[config.mk]
export PLATFORM = sky130hd
export DESIGN_NAME = opera_bus_arbiter
export DESIGN_NICKNAME = d
export VERILOG_FILES = /design/src/rtl/opera_bus_arbiter.sv
export SDC_FILE = /design/constraint.sdc
export NUM_CORES = 1
export LEC_CHECK = 0
export CAP_MARGIN = 20
export CORE_AREA = 2 2 173 175
export DETAILED_ROUTE_END_ITERATION = 7
export DIE_AREA = 0 0 175 177
export PLACE_DENSITY = 0.63
export SYNTH_ARGS = -nofsm -noshare
export SYNTH_HDL_FRONTEND = slang
export SYNTH_SLANG_ARGS = --single-unit
[constraint.sdc]
create_clock -name sys_clk -period 2.4 [get_ports sys_clk]
set_input_delay 0.48 -clock sys_clk [delete_from_list [all_inputs] [get_ports sys_clk]]
set_output_delay 0.48 -clock sys_clk [all_outputs]
set_load 0.05 [all_outputs]
[src/rtl/opera_bus_arbiter.sv]
// Two-master Wishbone arbiter and address decoder for the 3DO core bus.
// Master 0 is the Zap CPU, master 1 the MADAM DMA requester.
module opera_bus_arbiter #(
  parameter int TIMEOUT      = 255,
  parameter bit DMA_PRIORITY = 1'b0
) (
  input  logic        sys_clk,
  input  logic        reset_n,
  input  logic        m0_cyc,
  input  logic        m0_stb,
  input  logic        m0_we,
  input  logic [31:0] m0_adr,
  input  logic [31:0] m0_dat,
  input  logic [3:0]  m0_sel,
  output logic        m0_ack,
  output logic        m0_err,
  output logic [31:0] m0_rdat,
  input  logic        m1_cyc,
  input  logic        m1_stb,
  input  logic        m1_we,
  input  logic [31:0] m1_adr,
  input  logic [31:0] m1_dat,
  input  logic [3:0]  m1_sel,
  output logic        m1_ack,
  output logic        m1_err,
  output logic [31:0] m1_rdat,
  output logic [31:0] slv_adr,
  output logic [31:0] slv_wdat,
  output logic        madam_rd,
  output logic        madam_wr,
  output logic        clio_rd,
  output logic        clio_wr,
  input  logic [31:0] madam_dout,
  input  logic [31:0] clio_dout,
  output logic        ext_cyc,
  output logic        ext_stb,
  output logic        ext_we,
  output logic [31:0] ext_adr,
  output logic [31:0] ext_wdat,
  output logic [3:0]  ext_sel,
  input  logic        ext_ack,
  input  logic [31:0] ext_rdat,
  output logic [1:0]  grant
);

  typedef enum logic [2:0] {IDLE, OWN, REG, EXT, DONE} state_e;

  localparam logic [7:0] TimeoutCnt = 8'(TIMEOUT);

  state_e      state_q, state_d;
  logic [1:0]  grant_q, grant_d;
  logic        lastDma_q, lastDma_d;
  logic [31:0] adr_q, adr_d, wdat_q, wdat_d, rdat_q, rdat_d;
  logic [3:0]  sel_q, sel_d;
  logic        we_q, we_d, err_q, err_d;
  logic [7:0]  cnt_q, cnt_d;

  logic        req0, req1, pickDma, srcDma, takeReq, ownCyc, ownStb, madamHit;
  logic [31:0] newAdr, newDat;
  logic [3:0]  newSel;
  logic        newWe;

  // XBUS holes inside the CLIO window must win over the CLIO register decode.
  function automatic logic isExt(input logic [31:0] a);
    if (a == 32'h0340_0414 || a[31:8] == 24'h03_4005) return 1'b1;
    if (a[31:16] == 16'h0330 || a[31:16] == 16'h0340) return 1'b0;
    return 1'b1;
  endfunction

  always_ff @(posedge sys_clk or negedge reset_n) begin
    if (!reset_n) begin
      state_q   <= IDLE;
      grant_q   <= 2'b00;
      lastDma_q <= 1'b1;
      adr_q     <= '0;
      wdat_q    <= '0;
      rdat_q    <= '0;
      sel_q     <= '0;
      we_q      <= 1'b0;
      err_q     <= 1'b0;
      cnt_q     <= '0;
    end else begin
      state_q   <= state_d;
      grant_q   <= grant_d;
      lastDma_q <= lastDma_d;
      adr_q     <= adr_d;
      wdat_q    <= wdat_d;
      rdat_q    <= rdat_d;
      sel_q     <= sel_d;
      we_q      <= we_d;
      err_q     <= err_d;
      cnt_q     <= cnt_d;
    end
  end

  always_comb begin
    state_d   = state_q;
    grant_d   = grant_q;
    lastDma_d = lastDma_q;
    adr_d     = adr_q;
    wdat_d    = wdat_q;
    rdat_d    = rdat_q;
    sel_d     = sel_q;
    we_d      = we_q;
    err_d     = err_q;
    cnt_d     = cnt_q;
    takeReq   = 1'b0;

    req0     = m0_cyc & m0_stb;
    req1     = m1_cyc & m1_stb;
    pickDma  = req1 & (~req0 | DMA_PRIORITY | ~lastDma_q);
    srcDma   = (state_q == IDLE) ? pickDma : grant_q[1];
    ownCyc   = grant_q[1] ? m1_cyc : m0_cyc;
    ownStb   = grant_q[1] ? m1_stb : m0_stb;
    newAdr   = srcDma ? m1_adr : m0_adr;
    newDat   = srcDma ? m1_dat : m0_dat;
    newSel   = srcDma ? m1_sel : m0_sel;
    newWe    = srcDma ? m1_we  : m0_we;
    madamHit = (adr_q[31:16] == 16'h0330);

    case (state_q)
      IDLE: begin
        if (req0 | req1) begin
          takeReq   = 1'b1;
          grant_d   = pickDma ? 2'b10 : 2'b01;
          lastDma_d = pickDma;
        end
      end
      OWN: begin
        if (!ownCyc) begin
          state_d = IDLE;
          grant_d = 2'b00;
        end else if (ownStb) begin
          takeReq = 1'b1;
        end
      end
      REG: begin
        rdat_d  = we_q ? 32'h0 : (madamHit ? madam_dout : clio_dout);
        state_d = DONE;
      end
      EXT: begin
        cnt_d = cnt_q + 8'd1;
        if (ext_ack) begin
          rdat_d  = we_q ? 32'h0 : ext_rdat;
          cnt_d   = 8'd0;
          state_d = DONE;
        end else if (cnt_q + 8'd1 == TimeoutCnt) begin
          rdat_d  = 32'h0;
          err_d   = 1'b1;
          cnt_d   = 8'd0;
          state_d = DONE;
        end
      end
      DONE: state_d = OWN;
      default: state_d = IDLE;
    endcase

    if (takeReq) begin
      adr_d   = newAdr;
      wdat_d  = newDat;
      sel_d   = newSel;
      we_d    = newWe;
      err_d   = 1'b0;
      cnt_d   = 8'd0;
      state_d = isExt(newAdr) ? EXT : REG;
    end
  end

  always_comb begin
    madam_rd = (state_q == REG) &  madamHit & ~we_q;
    madam_wr = (state_q == REG) &  madamHit &  we_q;
    clio_rd  = (state_q == REG) & ~madamHit & ~we_q;
    clio_wr  = (state_q == REG) & ~madamHit &  we_q;
    slv_adr  = adr_q;
    slv_wdat = wdat_q;
    ext_cyc  = (state_q == EXT);
    ext_stb  = (state_q == EXT);
    ext_we   = (state_q == EXT) & we_q;
    ext_adr  = adr_q;
    ext_wdat = wdat_q;
    ext_sel  = sel_q;
    m0_ack   = (state_q == DONE) & grant_q[0] & ~err_q;
    m0_err   = (state_q == DONE) & grant_q[0] &  err_q;
    m1_ack   = (state_q == DONE) & grant_q[1] & ~err_q;
    m1_err   = (state_q == DONE) & grant_q[1] &  err_q;
    m0_rdat  = ((state_q == DONE) & grant_q[0]) ? rdat_q : 32'h0;
    m1_rdat  = ((state_q == DONE) & grant_q[1]) ? rdat_q : 32'h0;
    grant    = grant_q;
  end

endmodule

==> flow_metrics.tcl <==
set metrics [dict create \
    ioPinCount 450 \
    synth_ff_type "dfrtp_1" \
    clk_latency_ns 0.41 \
    cp.arrival_ns 1.87 \
    max_cap_violations 0 \
    placement.cell_area_mm2 0.0127 \
    grtUsageTotal_pct 20.2 \
    cts_buffer_depth 2 \
    vias_per_cell 4.80 \
    placementRows 63 \
    clock.fmax_ghz 0.426 \
    async_reset_ff_share_pct 100 \
    core_area_mm2 0.0292 \
    totalWireLength_um 33300 \
    vias 7731 \
    hold_path.class "primary input to async pin" \
    die_width_um 175 \
    antenna_found_initial 3 \
    grt_pass1_vias 7697 \
    hold_viol 0 \
    numCtsBuffers 17 \
    cts_max_level 4 \
    maxSlewViolCount 0 \
    fin_crit_ns 2.35 \
    hpwl_um 25000 \
    fin_skew_ns 0.0117 \
    ys_ff_latch 116 \
    grt_max_degree 71 \
    maxSlewHeadroom_pct 58.3 \
    grt_overflow_total 0 \
    synth_cell_types 52 \
    drtAntennaViolNets 0 \
    clk_pin_slew_worst_paths_ns 0.07 \
    tightest_slew_ns 0.624 \
    cts_num_sinks 116 \
    start_kind "flop" \
    setup_violations 0 \
    syn-num-nets 1051 \
    path_class "flop to primary output" \
    synth_area_mm2 0.00727 \
    leakage_nw 5.82 \
    drtPass1Iterations 5 \
    nets 1448 \
    netlist_instances 808 \
    max-vdd-ir-drop_mv 0.698 \
    clockRootBuffer "clkbuf_16" \
    placedCellCount 1554 \
    grt_pass1_wl_um 47500 \
    fin_setup_tns_ns 0 \
    synth_edf_count 0 \
    crit_required_ns 1.92 \
    syn2layout_area_growth_pct 89.2 \
    drc 0 \
    die-area_mm2 0.0310 \
    avgSynthCellArea_um2 9.00 \
    start_util_pct 24.9 \
    status "completed" \
    stdcell_area_mm2 0.0138 \
    place.gp.congestion 0.950 \
    io_buffers 449 \
    wl_per_cell_um 20.6 \
    layout-drive-gt1-share_pct 20.8 \
    tritoncts "built" \
    drtIter0Drc 446 \
    fin_cells 1611 \
    synth_seq_area_share_pct 39.9 \
    die_h_um 177 \
    cp-end-kind "primary output" \
    p_per_area_mw_per_mm2 1280 \
    yosys_warnings 0 \
    fin_crit_sh_pct 97.8 \
    rsz0062_at_grt "yes" \
    cts_hold_buf 0 \
    crit_fanout 27 \
]
sequential cells by signal, summed over array words and instances, names as in the netlist:
name / flops
rdat_q: 32
cnt_q: 8
err_q: 1
ext_sel: 4
state_q: 3
lastDma_q: 1
ext_wdat: 32
grant: 2
we_q: 1
ext_adr: 32
metal layers:
metal  track usage (%)  vias to the layer above  part of all wire (%)  wire length [um]
li1                  -                     3614                     -                 -
met2              35.1                      382                    50             16700
met3              5.54                       46                   7.4              2450
met4              7.19                        0                   3.1              1020
met5                 0                        -                     0                 0
met1              24.0                     3689                    39             13000
final cells by class:
| type | instances | area [um2] |
|---|---|---|
| multi-input cells | 561 | 3820 |
| clock buffers | 18 | 429 |
| inverters | 5 | 23.8 |
| repair buffers | 504 | 5940 |
| clock inverters | 14 | 133 |
| flip-flops and latches | 116 | 2930 |
| well taps | 390 | 488 |
| fillers | 2766 | 15500 |
| diodes | 3 | 7.51 |
metrics by stage:
| stage | util, % | setup WS, ns | hold WS, ns | power (W) |
|---|---|---|---|---|
| finish | 47.1 | 0.0523 | 0.0761 | 0.0176 |
| CTS | 46.0 | -0.0150 | 0.0748 | 0.0175 |
| global route | 47.0 | -0.0724 | 0.0933 | 0.0185 |
| global placement | 43.4 | 0.126 | 0.466 | 0.0146 |
| detailed placement | 43.4 | 0.0522 | 0.475 | 0.0147 |
| floorplan | - | -0.00888 | 0.184 | 0.0111 |
worst max-delay path: stages (launching register included):
cell and delay [ns]:
dfrtp_2 0.44, nor4_4 0.29, and4_1 0.27, buf_12 0.20, nor4_4 0.05, buf_6 0.17
logic make-up after synthesis:
logic type / synth area share [%]
adders and majority gates: 0.344
buffers and inverters: 10.6
AOI/OAI and AO/OA: 10.4
and+or+nand+nor: 23.1
muxes: 15.7
DFF: 39.9
final timing paths:
path	slack, ns	to	start	depth (start not counted)
max in group asynchronous	1.64	ext_adr[6]	reset_n	2
worst min-delay path	0.08	rdat_q[22]	reset_n	1
worst max-delay path	0.05	clio_rd	ext_adr[26]	5
worst max register to register	0.11	rdat_q[18]	cnt_q[2]	7
worst min register to register	0.48	ext_sel[3]	ext_sel[3]	2
min in group sys_clk	0.48	ext_sel[3]	ext_sel[3]	2
what timing repair did:
item                                    in CTS  in global routing
gates resized for setup                     27                 43
pin swaps                                    3                  7
endpoints found under the setup margin      74                 94
setup buffers                                8                  7
gates cloned                                 1                  6
placed cells by master, fill, tap and decap left out, types with 3 or more instances in the layout:
master           netlist  final
clkbuf_16              0     21
dfrtp_1              115     98
or4_1                  4      4
clkdlybuf4s50_1        0    371
inv_6                  0      3
clkinv_4               0      4
and2_4                 0     34
and2_1                69     35
nor2_1                12      9
diode_2                0      3
nand3b_1               3      3
nand2_1               89     89
mux2_2                 5      5
inv_1                  5      4
mux2_1                19     19
mux2i_1               72     72
buf_12                 0     89
buf_4                 65     35
mux2_4                10     10
nand4b_1               3      3
nor3_1                71     71
dfrtp_2                0     17
clkinvlp_4             0      6
nor4_1                41     37
nand2b_1               4      3
a21oi_1               38     37
o21ai_0               78     78
nor4_4                 0      4
cells in the mapped netlist, types with 3 or more instances:
master	n	area (um2)
nand2b_1	4	25.0
a21oi_1	38	190
buf_2	9	45.0
nand2_1	89	334
clkbuf_1	48	180
mux2_2	5	56.3
and2_1	69	432
nor3_1	71	355
nand3b_1	3	22.5
mux2i_1	72	721
dfrtp_1	115	2880
buf_4	65	488
nor4_1	41	257
or4_1	4	30.0
o21ai_0	78	390
mux2_1	19	214
nand4b_1	3	26.3
inv_1	5	18.8
buf_6	3	33.8
mux2_4	10	150
nor2_1	12	45.0
power by group:
part | switching, W | total (W) | internal (W)
combinational | 0.00707 | 0.0114 | 0.00432
sequential | 0.000868 | 0.00374 | 0.00288
clock | 0.00105 | 0.00249 | 0.00144
total | 0.00899 | 0.0176 | 0.00863
Power figures use the tool's default switching activity.
